==> config.mk <==
export PLATFORM = sky130hd
export DESIGN_NAME = oam_dma
export DESIGN_NICKNAME = d
export VERILOG_FILES = /design/src/rtl/oam_dma_pkg.sv /design/src/rtl/oam_dma.sv
export SDC_FILE = /design/constraint.sdc
export NUM_CORES = 1
export LEC_CHECK = 0
export CAP_MARGIN = 20
export CELL_PAD_IN_SITES_DETAIL_PLACEMENT = 0
export CELL_PAD_IN_SITES_GLOBAL_PLACEMENT = 1
export CORE_MARGIN = 1
export CORE_UTILIZATION = 33
export CTS_CLUSTER_DIAMETER = 120
export DETAILED_ROUTE_END_ITERATION = 6
export MAX_ROUTING_LAYER = met4
export PLACE_DENSITY_LB_ADDON = 0.1
export RECOVER_POWER = 50
export SETUP_SLACK_MARGIN = 0.2
export SKIP_CTS_REPAIR_TIMING = 1
export SYNTH_ARGS = -nofsm -noshare
export SYNTH_HDL_FRONTEND = slang
export SYNTH_SLANG_ARGS = --single-unit
==> constraint.sdc <==
create_clock -name clk -period 2.9 [get_ports clk]
set_input_delay 0.29 -clock clk [delete_from_list [all_inputs] [get_ports clk]]
set_output_delay 0.29 -clock clk [all_outputs]
set_load 0.1 [all_outputs]
==> src/rtl/oam_dma_pkg.sv <==
// Shared memory-map constants and helpers for the OAM DMA engine.
// Address decode lives here so the CPU bus logic and the DMA agree on one map.
package oam_dma_pkg;

    localparam int          OAM_LEN      = 160;
    localparam logic [15:0] DMA_REG_ADDR = 16'hFF46;
    localparam logic [15:0] OAM_BASE     = 16'hFE00;
    localparam logic [15:0] OAM_END      = OAM_BASE + 16'(OAM_LEN - 1);
    localparam logic [7:0]  LAST_IDX     = 8'(OAM_LEN - 1);

    // Pages E0-FF are the echo of WRAM, so fold them back down to C0-DF.
    function automatic logic [7:0] src_page(input logic [7:0] base);
        return (base >= 8'hE0) ? base - 8'h20 : base;
    endfunction

endpackage

==> src/rtl/oam_dma.sv <==
// Game Boy OAM DMA: a write to FF46 copies 160 bytes from page XX00 into FE00-FE9F,
// reading one byte per M-cycle and writing it to OAM on the following M-cycle.
module oam_dma
    import oam_dma_pkg::*;
(
    input  logic        clk,
    input  logic        reset,
    input  logic        mcycle_tick,
    input  logic [15:0] reg_addr,
    input  logic        reg_write_en,
    input  logic        reg_read_en,
    input  logic [7:0]  reg_wdata,
    output logic [7:0]  reg_rdata,
    output logic [15:0] src_addr,
    output logic        src_read_en,
    input  logic [7:0]  src_rdata,
    output logic [15:0] oam_addr,
    output logic [7:0]  oam_wdata,
    output logic        oam_write_en,
    output logic        dma_active
);

    typedef enum logic [1:0] {IDLE, START, XFER, DRAIN} dma_state_t;

    dma_state_t state, state_nx;
    logic [7:0] base_reg;
    logic [7:0] idx, idx_nx;
    logic [7:0] wr_idx, wr_idx_nx;
    logic       pending, pending_nx;
    logic [7:0] hold, hold_nx;
    logic       trigger;
    logic       active;

    assign trigger = reg_write_en && (reg_addr == DMA_REG_ADDR);
    assign active  = (state == XFER) || (state == DRAIN);

    always_ff @(posedge clk or posedge reset) begin
        if (reset) begin
            state    <= IDLE;
            base_reg <= 8'hFF;
            idx      <= '0;
            wr_idx   <= '0;
            pending  <= 1'b0;
            hold     <= '0;
        end else begin
            state   <= state_nx;
            idx     <= idx_nx;
            wr_idx  <= wr_idx_nx;
            pending <= pending_nx;
            hold    <= hold_nx;
            if (trigger) begin
                base_reg <= reg_wdata;
            end
        end
    end

    // A trigger wins over a coincident tick: the in-flight byte is dropped.
    always_comb begin
        state_nx   = state;
        idx_nx     = idx;
        wr_idx_nx  = wr_idx;
        pending_nx = pending;
        hold_nx    = hold;
        if (trigger) begin
            state_nx   = START;
            idx_nx     = '0;
            pending_nx = 1'b0;
        end else if (mcycle_tick) begin
            case (state)
                START: state_nx = XFER;
                XFER: begin
                    hold_nx    = src_rdata;
                    wr_idx_nx  = idx;
                    pending_nx = 1'b1;
                    if (idx == LAST_IDX) begin
                        state_nx = DRAIN;
                    end else begin
                        idx_nx = idx + 8'd1;
                    end
                end
                DRAIN: begin
                    pending_nx = 1'b0;
                    state_nx   = IDLE;
                end
                default: state_nx = state;
            endcase
        end
    end

    // Bus contract: src_rdata answers src_addr combinationally while src_read_en is
    // high; OAM captures oam_addr/oam_wdata on any posedge where oam_write_en is high.
    assign dma_active   = active;
    assign src_read_en  = (state == XFER);
    assign src_addr     = src_read_en ? {src_page(base_reg), idx} : 16'h0000;
    assign oam_write_en = mcycle_tick && pending && active && !trigger;
    assign oam_addr     = (pending && active) ? OAM_BASE + {8'h00, wr_idx} : 16'h0000;
    assign oam_wdata    = (pending && active) ? hold : 8'h00;
    assign reg_rdata    = (reg_read_en && (reg_addr == DMA_REG_ADDR)) ? base_reg : 8'hFF;

endmodule

; Yosys cells after proc, flatten, opt, wreduce, memory -nomap -nowiden
; Index checks and enable logic that the tools add are counted.
[word_totals]
regBits = 35
latchBits = 0
ram_bits = 0
rom_bits = 0
in_bits = 37
output_inout_bits = 51
wordCells = 50
memories = 0
[op_classes]
add_sub_neg = 3
mul = 0
div = 0
n_lt_le_gt_ge = 1
eq_ne = 7
shift = 0
n_mux = 16
bitwise_logic = 1
n_reduce_logical = 16
[op_table]
columns = op, n
row1 = $mux 8, 7
row2 = $mux 16, 2
row3 = $eq 16x16->1 const B, 1
row4 = $add 10x9->11 const A, 1
row5 = $reduce_and 3->1, 3
row6 = $add 8x1->8 const B, 1
row7 = $eq 8x8->1 const B, 1
row8 = $ge 8x8->1 const B, 1
row9 = $sub 8x6->8 const B, 1
row10 = $logic_and 1x1->1, 6
row11 = $mux 2, 3
row12 = $pmux 2 s3, 1
row13 = $eq 2x2->1 const B, 2
row14 = $reduce_bool 2->1, 2
row15 = $reduce_bool 4->1, 1
row16 = $ne 3x2->1 const B, 1
row17 = $reduce_bool 3->1, 1
row18 = $eq 2x1->1 const B, 1
row19 = $mux 1, 2
row20 = $ne 2x2->1 const B, 1
row21 = $pmux 1 s2, 1
row22 = $reduce_and 2->1, 1
row23 = $logic_not 1->1, 1
row24 = $logic_or 1x1->1, 1
row25 = $not 1->1, 1

; Logic depth before layout (Yosys ltp)
[logic_depth]
depth_word = 5
ltp_mapped = 6
mapped_depth_nobuf = 5

; Least setup slack after synthesis
; Ideal clock, no wire load.
[synth_path]
path_type = register -> output
startpoint = register state[1]
endpoint = output src_addr[14]
arrival_time_ns = 3.366
t_required_ns = 2.610
path_slack_ns = -0.756
stages_incl_launch_ff = 6
n_path_buf = 2
path_cell_list = dfrtp_1 > nor2b_1 > clkbuf_1 > clkbuf_1 > nand2_1 > a31oi_1
[synth_between]
elab_chain_len = 2
[synth_rtl]
columns = element, line_no
row1 = from (decl), oam_dma.sv:25  ; dma_state_t state, state_nx;
row2 = from (signal assigned), oam_dma.sv:46  ; state <= state_nx;
row3 = $eq 2x2->1, oam_dma.sv:93  ; assign src_read_en = (state == XFER);
row4 = named net src_read_en, oam_dma.sv:15  ; output logic src_read_en,
row5 = $mux 16, oam_dma.sv:94  ; assign src_addr = src_read_en ? {src_page(base_reg), idx} : 16'h0000;
row6 = to (decl), oam_dma.sv:14  ; output logic [15:0] src_addr,
; The timed path passes the listed nets, and every way through them passes these cells.

; Worst setup path in the final report
[layout_path]
startpoint = input reg_addr[0]
endpoint = output reg_rdata[3]
[layout_between]
elab_chain_len = 3
[layout_rtl]
columns = element, line_no
row1 = from (decl), oam_dma.sv:9  ; input logic [15:0] reg_addr,
row2 = $eq 16x16->1, oam_dma.sv:98  ; assign reg_rdata = (reg_read_en && (reg_addr == DMA_REG_ADDR)) ? base_reg : 8'hFF;
row3 = $logic_and 1x1->1, oam_dma.sv:98
row4 = $mux 8, oam_dma.sv:98
row5 = to (decl), oam_dma.sv:13  ; output logic [7:0] reg_rdata,
; Every way passes these cells.

==> results by group <==
Worst setup path
  – R2r endpoint: wr_idx[5]
  – Worst Path Required: between 2 and 3 ns
  – Crit-path cells: clkdlybuf4s50_1 -> or4b_4 -> nor4_4 -> nand2_1 -> or2_2 -> buf_12
  – Worst Path Buf+Inv: 2
  – CP Class: input port to output port
  – Reg2reg setup slack: about 0.84 ns
  – CP Capture Type: output port
  – WP data arrival: about 2.2 ns
  – WP depth: 6
  – CP top delay family: simple AND/OR/NAND/NOR gates
  – Cell depth of the worst flop-to-flop path: 3
  – CP Max Fanout: 6
  – Worst setup SP type: input port
  – Worst path max stage delay: ~0.55 ns
  – Reg2Reg Launch Point: state[1]
  – Slowest-stage cell, CP: or4b_4

Layout
  – Layout net count: approximately 300
  – N_diodes: 0
  – Share of layout cells above drive strength 1: between 30% and 40%
  – Design area: 3080 sq um
  – Layout area overhead: 58.1%
  – Fin util: approximately 55%
  – Final Non-Filler Cells: about 340
  – Fill cell count: around 520

GRT
  – Largest net degree at the start of global routing: 36
  – Grt total ovfl: 0
  – Total track usage: 17.1%
  – Vias in the first global route: approximately 1.6k
  – Initial antenna violation count: 0
  – First-pass GRT wire length: about 8 mm

Placed design
  – Placed insts: between 300 and 400
  – DP Area: 3050 sq um
  – GP Congestion: roughly 0.73
  – DPL Wire Length: around 3.5 mm
  – Dpl ws: 0.359 ns
  – # port buffers: 86

Drt
  – Via-to-Cell Ratio: between 4 and 5
  – Drt drc: 0
  – Via count: 1,596
  – Drt total wl: roughly 4.7 mm
  – Antenna-violating nets left: 0
  – Starting DRT DRC Count: 68
  – DR WL/cell: 14.0 microns
  – TritonRoute pass-1 iters: 4

STA
  – Fin crit share: between 80 and 90%
  – Setup ws final: a little under 0.4 ns
  – Final setup violation count: 0
  – Slew headroom: -21.2%
  – Slew Limit Fails: 36
  – RSZ-0062 raised after global routing: false
  – Setup TNS: 0 ns
  – FMAX: between 0.3 and 0.4 GHz
  – Least-Margin Pin Slew: 1.82 ns
  – Layout Skew: about 0.0020 ns
  – Final min period: 2.51 ns
  – Final hold vios: 0
  – WHS: ~0.50 ns

Run status
  – Outcome: finished with violations
  – Failing checks: max-capacitance violations, max-slew violations

Clock tree
  – Clock sink total: 35
  – Num CTS Buffers: 5
  – H-tree depth: 2
  – Root Driver: clkbuf_8
  – CTS tree: built
  – Maximum buffer depth of the clock tree: 2
  – Worst-path clk slew: around 0.07 ns
  – Skew-Pair Late Insertion Delay: around 0.28 ns

Power
  – Peak VDD IR: between 0.6 and 0.7 mV
  – Pwr dens: a little under 700 nW/um^2
  – Power, Total: roughly 2.1 mW
  – Leak Pwr: ~1.4 nW

Worst hold path
  – Hold WC Path Type: flip-flop to flip-flop
  – HP Start: hold[3]
  – Worst hold endpoint: hold[3]
  – WHS Path Cells: 1

Synth
  – Seq/Total Area, Yosys: 45.4%
  – Ys async rst share: 100%
  – Top_reg_cell synth: dfrtp_1
  – YS warnings: 0
  – Post-synth top cells: dfrtp_1 (27), and3_1 (18), and2_1 (14)
  – Post-Syn Instances: ~180
  – Syn avg cell area: roughly 11 sq um
  – Synth Cell Area: between 1500 and 2000 sq um
  – Synth Register Bits: 35
  – Most frequent cell after synthesis: dfrtp_1
  – Synth area leader: dfrtp_1
  – Syn_nets: 220
  – Synth top area cells: dfrtp_1 (35%), dfstp_2 (11%), mux2_4 (6.9%)
  – Count of cell types in the netlist: 40
  – EDFF count, synth: 0
  – Top cell type's share of synthesized area: ~35%

Die
  – Die width: 78.9 microns
  – Die footprint: between 6000 and 7000 sq um
  – Initial Util: roughly a third
  – Die Height: roughly 80 microns
  – Row cnt: 27
  – Ports: slightly below 90
  – Core Box Area: roughly 5600 sq um

Run
  – Max-cap violations: 1
## worst max path at each step
stage / from / endpoint / slack (ns)
floorplan: state[1] / src_addr[14] / 0.27
global placement: reg_addr[14] / reg_rdata[1] / 0.37
detailed placement: reg_addr[14] / reg_rdata[3] / 0.36
CTS: reg_addr[14] / reg_rdata[3] / 0.36
global route: reg_addr[14] / reg_rdata[3] / 0.24
finish: reg_addr[0] / reg_rdata[3] / 0.39
## area by class of cell
cell class                 count  area, sq um  area share, %
inverter                       6         22.5          0.731
sequential                    35          886           28.7
multi-input combinational    123          946           30.7
tap                           72         90.1           2.92
clock buffer                   6         72.6           2.35
timing repair buffer          92         1040           33.6
clock inverter                 1         30.0          0.974
## cell usage in the layout, fill, tap and decap left out, drive strengths merged, types with 2 or more instances in the layout
cell type       n
or4b            2
nand4           4
nand3           6
ha              2
clkdlybuf4s50  35
buf            37
a31oi           2
mux2           21
nor2            7
xor2            2
or2             6
and3           18
inv             6
clkbuf         25
o21ai           3
xnor2           4
a211oi          2
dfstp           8
and2           15
nand2          10
dfrtp          27
a21oi           5
## where the power goes
part	total, mW	internal, mW	switching [mW]
registers	0.704	0.592	0.112
clock network	0.420	0.252	0.168
logic	1.00	0.318	0.685
total	2.13	1.16	0.965
## logic make-up after synthesis
kind of cell | share of synthesized area, %
AOI/OAI and AO/OA | 5.20
xor gates and xnor gates | 2.69
adders and majority gates | 1.28
buffers and inverters | 6.74
DFF | 45.4
muxes | 14.4
other | 0.192
and+or+nand+nor | 24.1
## metal layers
| layer | vias to the layer above | GRT usage [%] | routed length (microns) | part of all wire [%] |
|---|---|---|---|---|
| met5 | - | - | 0 | 0 |
| met4 | 0 | 4.73 | 59 | 1.3 |
| met3 | 6 | 4.60 | 280 | 6.0 |
| met2 | 50 | 26.7 | 2180 | 46 |
| met1 | 756 | 21.9 | 2180 | 46 |
| li1 | 784 | - | - | - |
Power figures use the tool's default switching activity.
